### src/rtl/fifo_pkg.sv
// Shared constants and sizing helpers for the parametrised FWFT FIFO.
package fifo_pkg;

   localparam int CRC_DATA_W = 8;
   localparam int CRC_DEPTH  = 8;

   function automatic int clog2(input int v);
      int r;
      r = 0;
      for (int p = 1; p < v; p = p * 2) r++;
      return r;
   endfunction

   // Occupancy must be able to represent DEPTH itself, hence DEPTH+1 states.
   function automatic int cw_of(input int depth);
      return clog2(depth + 1);
   endfunction

endpackage

### src/rtl/fifo_ptr_wrap.sv
// Modulo-DEPTH pointer register; wraps DEPTH-1 -> 0 explicitly so any DEPTH works.
module fifo_ptr_wrap
   import fifo_pkg::*;
#(
   parameter int DEPTH = CRC_DEPTH,
   parameter int PW    = clog2(DEPTH)
)(
   input  logic          clk,
   input  logic          rst_n,
   input  logic          i_clr,
   input  logic          i_inc,
   output logic [PW-1:0] o_ptr
);

   logic [PW-1:0] r_ptr;

   always_ff @(posedge clk) begin
      if (!rst_n || i_clr) begin
         r_ptr <= '0;
      end else if (i_inc) begin
         if (r_ptr == PW'(DEPTH - 1)) r_ptr <= '0;
         else                         r_ptr <= r_ptr + PW'(1);
      end
   end

   assign o_ptr = r_ptr;

endmodule

### src/rtl/fifo_fwft_param.sv
// First-word-fall-through FIFO with thresholds, free count, sticky error flags
// and high-water mark; feeds the CRC32 engine from the bus write path.
module fifo_fwft_param
   import fifo_pkg::*;
#(
   parameter  int DATA_W   = CRC_DATA_W,
   parameter  int DEPTH    = CRC_DEPTH,
   parameter  int AF_LEVEL = DEPTH - 1,
   parameter  int AE_LEVEL = 1,
   localparam int CW       = cw_of(DEPTH)
)(
   input  logic              clk,
   input  logic              rst_n,
   input  logic              flush,
   input  logic              wr_en,
   input  logic [DATA_W-1:0] din,
   output logic              full,
   output logic              almost_full,
   input  logic              rd_en,
   output logic [DATA_W-1:0] dout,
   output logic              empty,
   output logic              almost_empty,
   output logic [CW-1:0]     count,
   output logic [CW-1:0]     free,
   output logic [CW-1:0]     hwm,
   output logic              overflow,
   output logic              underflow,
   input  logic              clr_err
);

   localparam int PW = clog2(DEPTH);

   logic [DATA_W-1:0] r_mem [DEPTH];
   logic [CW-1:0]     r_count;
   logic [CW-1:0]     r_hwm;
   logic              r_overflow;
   logic              r_underflow;

   logic [PW-1:0]     w_wptr;
   logic [PW-1:0]     w_rptr;
   logic              w_empty;
   logic              w_full;
   logic              w_do_rd;
   logic              w_do_wr;
   logic              w_wr_step;
   logic              w_rd_step;
   logic              w_ovf_set;
   logic              w_unf_set;
   logic [CW-1:0]     w_next_count;
   logic [CW-1:0]     w_next_hwm;

   assign w_empty   = (r_count == '0);
   assign w_full    = (r_count == CW'(DEPTH));
   assign w_do_rd   = rd_en & ~w_empty;
   assign w_do_wr   = wr_en & (~w_full | w_do_rd);
   // flush discards the cycle's requests entirely, including their flag effects
   assign w_wr_step = w_do_wr & ~flush;
   assign w_rd_step = w_do_rd & ~flush;
   assign w_ovf_set = wr_en & ~w_do_wr & ~flush;
   assign w_unf_set = rd_en & w_empty & ~flush;

   fifo_ptr_wrap #(.DEPTH(DEPTH), .PW(PW)) u_wptr (
      .clk   (clk),
      .rst_n (rst_n),
      .i_clr (flush),
      .i_inc (w_wr_step),
      .o_ptr (w_wptr)
   );

   fifo_ptr_wrap #(.DEPTH(DEPTH), .PW(PW)) u_rptr (
      .clk   (clk),
      .rst_n (rst_n),
      .i_clr (flush),
      .i_inc (w_rd_step),
      .o_ptr (w_rptr)
   );

   always_ff @(posedge clk) begin
      if (w_wr_step) r_mem[w_wptr] <= din;
   end

   always_comb begin
      w_next_count = r_count;
      if (flush)                       w_next_count = '0;
      else if (w_do_wr && !w_do_rd)    w_next_count = r_count + CW'(1);
      else if (!w_do_wr && w_do_rd)    w_next_count = r_count - CW'(1);
   end

   always_comb begin
      w_next_hwm = r_hwm;
      if (clr_err)                     w_next_hwm = w_next_count;
      else if (w_next_count > r_hwm)   w_next_hwm = w_next_count;
   end

   always_ff @(posedge clk) begin
      if (!rst_n) begin
         r_count     <= '0;
         r_hwm       <= '0;
         r_overflow  <= 1'b0;
         r_underflow <= 1'b0;
      end else begin
         r_count     <= w_next_count;
         r_hwm       <= w_next_hwm;
         r_overflow  <= w_ovf_set | (r_overflow  & ~clr_err);
         r_underflow <= w_unf_set | (r_underflow & ~clr_err);
      end
   end

   assign dout         = w_empty ? '0 : r_mem[w_rptr];
   assign empty        = w_empty;
   assign full         = w_full;
   assign almost_full  = (r_count >= CW'(AF_LEVEL));
   assign almost_empty = (r_count <= CW'(AE_LEVEL));
   assign count        = r_count;
   assign free         = CW'(DEPTH) - r_count;
   assign hwm          = r_hwm;
   assign overflow     = r_overflow;
   assign underflow    = r_underflow;

endmodule

### config.mk
export PLATFORM = sky130hd
export DESIGN_NAME = fifo_fwft_param
export DESIGN_NICKNAME = d
export VERILOG_FILES = /design/src/rtl/fifo_pkg.sv /design/src/rtl/fifo_ptr_wrap.sv /design/src/rtl/fifo_fwft_param.sv
export SDC_FILE = /design/constraint.sdc
export NUM_CORES = 1
export LEC_CHECK = 0
export ABC_AREA = 0
export ABC_CLOCK_PERIOD_IN_PS = 5400
export CORE_ASPECT_RATIO = 1.25
export CORE_MARGIN = 2
export CORE_UTILIZATION = 60
export CTS_CLUSTER_SIZE = 24
export DETAILED_ROUTE_END_ITERATION = 10
export PLACE_DENSITY = 0.81
export RECOVER_POWER = 50
export SETUP_SLACK_MARGIN = 0.3
export SLEW_MARGIN = 20
export SYNTH_ARGS = -nofsm -noshare
export SYNTH_HDL_FRONTEND = slang
export SYNTH_SLANG_ARGS = --single-unit
export TNS_END_PERCENT = 5
### constraint.sdc
create_clock -name clk -period 5.4 [get_ports clk]
set_clock_uncertainty 0.05 [all_clocks]
set_input_delay 1.08 -clock clk [delete_from_list [all_inputs] [get_ports clk]]
set_output_delay 1.08 -clock clk [all_outputs]
set_load 0.02 [all_outputs]
==> run summary, run 1 <==
Layout cells sized above 1: 14.5%
Core ar.: 0.00586 mm2
Clock root buffer: clkbuf_8
Synth area leaders: edfxtp_1 53%, dfxtp_1 10%, mux4_2 9.8%, ha_1 3.8%, mux2i_1 3.0%
Reg2reg path depth: 11
Final setup violation count: 0
Row cnt: 31
Routed length per instance: 17.9 um
RSZ-0062 raised after global routing: false
Iter 0 DRT Violations: 137
Dpl hpwl: 4500 um
Initial Util: 62.5%
Worst rel slew slack: 34.3%
Ys Warns: 0
Min-Delay Path Class: flip-flop to flip-flop
Post-layout minimum cycle time: 3.97 ns
Post-synth EDFFs: 64
Drt total wl: 6650 um
Finished Cell Area: 0.00424 mm2
Synth Area per Inst: 14.9 um2
Fmax: 252 MHz
Endpoints failing hold: 0
Reg2reg start: count[0]$_SDFF_PN0_
Setup crit end: empty
# IOs: 40
Worst Setup Start Kind: flip-flop
Total track usage: 21.7%
Port Buffer Count: 39
Sequential area share after synthesis: 62.9%
Final period util: 73.5%
Initial antenna violation count: 0
Layout Utilization: 72.4%
Synthesis-to-layout area growth: 15.9%
CP Class: flip-flop to output pin
Vias per cell: 5.70
Async set-reset flop share out of synthesis: 0%
Setup ws final: 1.43 ns
Skew-Pair Late Insertion Delay: 0.35 ns
Seq cells post-synth: 83
Dpl ws: 1.24 ns
Die span in x: 73.8 um
Global-route wire length before repair: 10,600 um
Cell Area, Placed: 0.00408 mm2
Leak pwr: 1.43 nW
Post-Syn Nets: 271
Dominant cell type by area after synthesis: edfxtp_1
Vias in the first global route: 2,179
Worst reg2reg endpoint: hwm[2]$_SDFFE_PN0P_
Multi-input logic area: 0.00122 mm2
Cts bufs inserted: 9
Worst VDD drop: 0.150 mV
Most frequent cells after synthesis: 64 x edfxtp_1, 29 x nor2_1, 19 x dfxtp_1
Synth cell types: 49
Die ar.: 0.00674 mm2
CTS tree: yes
Diodes inserted: 0
Overflow after GRT: 0
Worst-path clk slew: 0.08 ns
Top_reg_cell synth: edfxtp_1
Cells after Synth: 246
Vert. Die Dim: 91.3 um
DRC errors left: 0
Top-area cell type share of the netlist area: 52.5%
Outcome: finished, final reports clean
Slew @ Worst Pin: 0.981 ns
R2R setup slack: 1.50 ns
Placer Congestion: 0.850
Clock sinks: 83
Post-cts resize count: 0
PnR Total Power: 1.20 mW
Required time worst endpoint: 4.27 ns
Flip-flop and latch area: 0.00230 mm2
Cells after DPL: 356
CP arrival: 2.84 ns
Final Net Count: 310
Final-layout fill cell count: 414
CTS Hold Buffers Added: 0
Via count: 2,120
Crit Path Max Fanout: 12
Largest net degree at the start of global routing: 17
Setup TNS: 0 ns
Clock tree buffer depth: 2
CP startpoint: count[0]$_SDFF_PN0_
H-tree levels: 3
Cell Count, Final, Fillers Out: 372
Pwr/cell area: 283 mW/mm2
CP Capture Type: output pin
Routed Antenna Nets: 0
Setup bufs post-CTS: 0
Most common cell in the netlist: edfxtp_1
Mapped Area: 0.00366 mm2
Min Hold Slack: 0.445 ns
Initial DRT Pass Iterations: 4
Max-cap violations: 0
Max-slew violations: 0
==> power breakdown <==
group | total [mW] | switching [mW] | leakage, nW | internal (mW)
logic | 0.103 | 0.0571 | 0.616 | 0.0458
clock network | 0.396 | 0.227 | 0.0860 | 0.169
registers | 0.699 | 0.00667 | 0.732 | 0.693
==> cell usage in the layout, fill, tap and decap left out, types with 3 or more instances in the layout <==
cell type	Yosys	routed
inv_1	10	10
edfxtp_1	64	64
o31ai_1	2	3
nor3_1	7	7
nand2_1	14	14
dlygate4sd3_1	0	16
mux2i_1	11	11
a21oi_1	6	6
nor2_1	29	29
ha_1	11	11
clkbuf_8	0	9
dfxtp_1	19	18
clkdlybuf4s50_1	0	23
nand3_1	4	5
nand2b_1	5	5
mux4_2	16	16
==> worst min path at each step <==
stage / from / endpoint / slack [ns] / cells past startpoint
global placement: overflow$_SDFF_PN0_ / overflow$_SDFF_PN0_ / 0.43 / 2
detailed placement: overflow$_SDFF_PN0_ / overflow$_SDFF_PN0_ / 0.43 / 2
global route: hwm[1]$_SDFFE_PN0P_ / hwm[1]$_SDFFE_PN0P_ / 0.49 / 2
CTS: hwm[0]$_SDFFE_PN0P_ / hwm[0]$_SDFFE_PN0P_ / 0.45 / 2
finish: hwm[0]$_SDFFE_PN0P_ / hwm[0]$_SDFFE_PN0P_ / 0.45 / 2
floorplan: u_rptr.o_ptr[1]$_SDFFE_PP0P_ / flip-flop / 0.44 / 2
==> routing by layer <==
| metal | vias up | global-route usage (%) | share of wire (%) |
|---|---|---|---|
| met5 | - | 0 | 0 |
| met4 | 0 | 8.79 | 1.8 |
| met3 | 11 | 6.22 | 4.2 |
| met2 | 57 | 35.9 | 54 |
| met1 | 1042 | 26.2 | 40 |
| li1 | 1010 | - | - |
==> registers in the layout (all words and copies together), names as in the netlist, named ones only <==
register	count
r_mem	64
count	4
hwm	4
u_rptr.o_ptr	3
u_wptr.o_ptr	3
overflow	1
underflow	1
==> cell families after synthesis <==
family          after synthesis  share of synthesized area [%]
compound gates               26                           6.09
xor+xnor                      2                          0.479
fa+ha+maj                    11                           3.76
buf+inv                      23                           3.32
flops                        83                           62.9
mux                          27                           12.9
simple gates                 74                           10.6
==> layout make-up <==
class / count / area share (%)
multi-input cells: 140 / 28.7
clock buffers: 9 / 2.92
flip-flops and latches: 83 / 54.3
repair buffers: 41 / 9.56
well taps: 82 / 2.42
inverters: 10 / 0.885
clock inverters: 7 / 1.21
==> critical path: stages, from the launching register on <==
cell and delay [ns]:
dfxtp_1 0.44, inv_1 0.10, ha_1 0.32, nor3b_2 0.85, clkdlybuf4s50_1 0.76
Power figures use the tool's default switching activity.
==> inputs of run 2 (changes only) <==
--- a/config.mk
+++ b/config.mk
@@ -6,13 +6,13 @@
 export NUM_CORES = 1
 export LEC_CHECK = 0
 export ABC_AREA = 0
-export ABC_CLOCK_PERIOD_IN_PS = 5400
+export ABC_CLOCK_PERIOD_IN_PS = 3500
 export CORE_ASPECT_RATIO = 1.25
 export CORE_MARGIN = 2
-export CORE_UTILIZATION = 60
+export CORE_UTILIZATION = 50
 export CTS_CLUSTER_SIZE = 24
 export DETAILED_ROUTE_END_ITERATION = 10
-export PLACE_DENSITY = 0.81
+export PLACE_DENSITY = 0.72
 export RECOVER_POWER = 50
 export SETUP_SLACK_MARGIN = 0.3
 export SLEW_MARGIN = 20
==> constraint.sdc (replaced) <==
create_clock -name clk -period 3.5 [get_ports clk]
set_clock_uncertainty 0.05 [all_clocks]
set_input_delay 0.7 -clock clk [delete_from_list [all_inputs] [get_ports clk]]
set_output_delay 0.7 -clock clk [all_outputs]
set_load 0.02 [all_outputs]
==> run 2 against run 1 <==
Critical path depth increased by 1. Sequential power increased by 53%. Routed wire length increased by 3.3%. Sequential share of layout area decreased by 2.4 points. Clock-buffer cell count increased by 1. Setup slack got worse by 1.0 ns. Clock power increased by 97%. Final cell count increased by 6.5%. Global-route usage decreased by 2.5 points. Design area increased by 4.6%. Register-to-register slack got worse by 0.95 ns. Combinational power increased by 71%. Largest cell class unchanged.
==> run summary, run 2 (synthesized netlist as in run 1, its figures left out) <==
Most common cell after layout, fill and taps aside: edfxtp_1
Max-cap violations: 0
Vert. Die Dim: 99.6 um
Worst Setup Start Kind: flip-flop
Max reg flops: 64
Worst-path clk slew: 0.07 ns
CP arrival: 2.33 ns
Endpoints failing hold: 0
Initial antenna violation count: 1
Worst reg2reg endpoint: hwm[1]$_SDFFE_PN0P_
Setup bufs post-CTS: 0
Layout cells sized above 1: 18.0%
CP Capture Type: output pin
Skew-Pair Late Insertion Delay: 0.34 ns
Internal power: 1.62 mW
Crit-path slowest cell: clkdlybuf4s50_1
CP Class: flip-flop to output pin
Min-Delay Path Class: flip-flop to flip-flop
Min Hold Slack: 0.439 ns
Final period util: 88.1%
Leak pwr: 1.55 nW
Slew @ Worst Pin: 0.586 ns
Drt total wl: 6870 um
Worst VDD drop: 0.178 mV
Routed length per instance: 17.4 um
Initial DRT Pass Iterations: 4
H-tree levels: 3
Cts bufs inserted: 9
Vias per cell: 5.51
CTS Hold Buffers Added: 0
Outcome: finished, final reports clean
Switch Pwr: 0.411 mW
Core ar.: 0.00702 mm2
CP max stage delay: 0.62 ns
Reg2reg path depth: 11
Routed Antenna Nets: 0
Worst rel slew slack: 60.7%
Iter 0 DRT Violations: 110
Global-route wire length before repair: 11,100 um
Die span in x: 80.5 um
Setup TNS: 0 ns
Combinational share of power: 8.7%
Max-slew violations: 0
Crit Path Max Fanout: 9
Synthesis-to-layout area growth: 21.2%
Via count: 2,181
Vias in the first global route: 2,149
Die ar.: 0.00802 mm2
Post-layout minimum cycle time: 3.08 ns
Clock root buffer: clkbuf_8
Crit path cell chain: inv_1 > ha_1 > nor3b_2 > buf_4 > clkdlybuf4s50_1
Clock tree buffer depth: 2
Port Buffer Count: 39
R2R setup slack: 0.55 ns
Sw frac: 20.2%
DRC errors left: 0
Fmax: 324 MHz
Required time worst endpoint: 2.75 ns
CP bufs+invs: 3
Hold_sp: underflow$_SDFF_PN0_
Dpl hpwl: 4640 um
Clock power share: 38.4%
Hold EP: underflow$_SDFF_PN0_
Final setup violation count: 0
Most frequent cells in the layout: 64 x edfxtp_1, 29 x nor2_1, 22 x clkdlybuf4s50_1, 19 x dfxtp_1, 17 x buf_4
Top reg by flops: r_mem
Pwr/cell area: 457 mW/mm2
# IOs: 40
Total track usage: 19.2%
Overflow after GRT: 0
Layout Utilization: 63.2%
Delay-heaviest family, CP: buffers and inverters
Largest net degree at the start of global routing: 17
Seq pwr share: 52.9%
Final Net Count: 326
RSZ-0062 raised after global routing: true
Clock sinks: 83
Hold Path Cell Cnt: 2
Reg2reg start: count[1]$_SDFF_PN0_
Initial Util: 52.1%
Row cnt: 34
Placer Congestion: 0.916
CTS tree: yes
## run 2: worst min-delay path, delay by kind of cell (launching register included)
kind,cells,cell delay [ns]
AO/OA/AOI/OAI,1,0.05
flip-flops,1,0.33
AND/OR/NAND/NOR,1,0.08
## run 2: stage by stage
step | power [mW] | setup slack (ns) | area (um2) | cells
final | 2.03 | 0.418 | 4440 | 396
after global routing | 2.10 | 0.257 | 4440 | 396
after detailed placement | 1.28 | 0.0377 | 4210 | 380
after floorplan | 1.20 | 0.429 | 3660 | 246
after CTS | 2.06 | 0.407 | 4440 | 395
after global placement | 1.28 | 0.148 | 4210 | 380
## run 2: worst max path at each step
stage / startpoint / to / slack, ns / cells past startpoint
2_1_floorplan: count[0]$_SDFF_PN0_ / hwm[2]$_SDFFE_PN0P_ / 0.43 / 14
3_3_place_gp: wr_en / hwm[2]$_SDFFE_PN0P_ / 0.15 / 12
3_5_place_dp: wr_en / hwm[2]$_SDFFE_PN0P_ / 0.04 / 12
4_1_cts: count[1]$_SDFF_PN0_ / empty / 0.41 / 5
5_1_grt: count[1]$_SDFF_PN0_ / hwm[2]$_SDFFE_PN0P_ / 0.26 / 12
6_report: count[1]$_SDFF_PN0_ / empty / 0.42 / 5
## run 2: power by group through the flow
stage	Clock, mW	Combinational, mW	Sequential (mW)
3_5_place_dp	0	0.181	1.10
4_1_cts	0.799	0.182	1.07
6_report	0.779	0.176	1.07
3_3_place_gp	0	0.180	1.10
5_1_grt	0.830	0.192	1.07
2_1_floorplan	0	0.0968	1.10
## run 2: per-layer routing
| layer | vias up | part of all wire (%) | global-route usage [%] |
|---|---|---|---|
| met5 | - | 0 | 0 |
| met4 | 0 | 2.3 | 8.60 |
| met3 | 15 | 4.6 | 4.99 |
| met2 | 67 | 52 | 32.0 |
| met1 | 1057 | 41 | 23.3 |
| li1 | 1042 | - | - |
## run 2: layout make-up
class / instances / area, um2
Sequential cell: 83 / 2300
Antenna cell: 1 / 2.50
Timing Repair Buffer: 57 / 524
Inverter: 10 / 37.5
Clock inverter: 5 / 103
Multi-Input combinational cell: 140 / 1230
Fill cell: 552 / 2580
Tap cell: 90 / 113
Clock buffer: 10 / 128
## run 2: timing repair
item | CTS | global route
resized for setup | 0 | 3
setup endpoints to repair | 0 | 9
endpoints found under the hold margin | 0 | 0
==> inputs of run 3 (changes only) <==
--- a/config.mk
+++ b/config.mk
@@ -10,6 +10,7 @@
 export CORE_ASPECT_RATIO = 1.25
 export CORE_MARGIN = 2
 export CORE_UTILIZATION = 50
+export CTS_CLUSTER_DIAMETER = 40
 export CTS_CLUSTER_SIZE = 24
 export DETAILED_ROUTE_END_ITERATION = 10
 export PLACE_DENSITY = 0.72
==> results of run 3 <==
The final DEF is identical to that of run 2; final timing and power are the same.
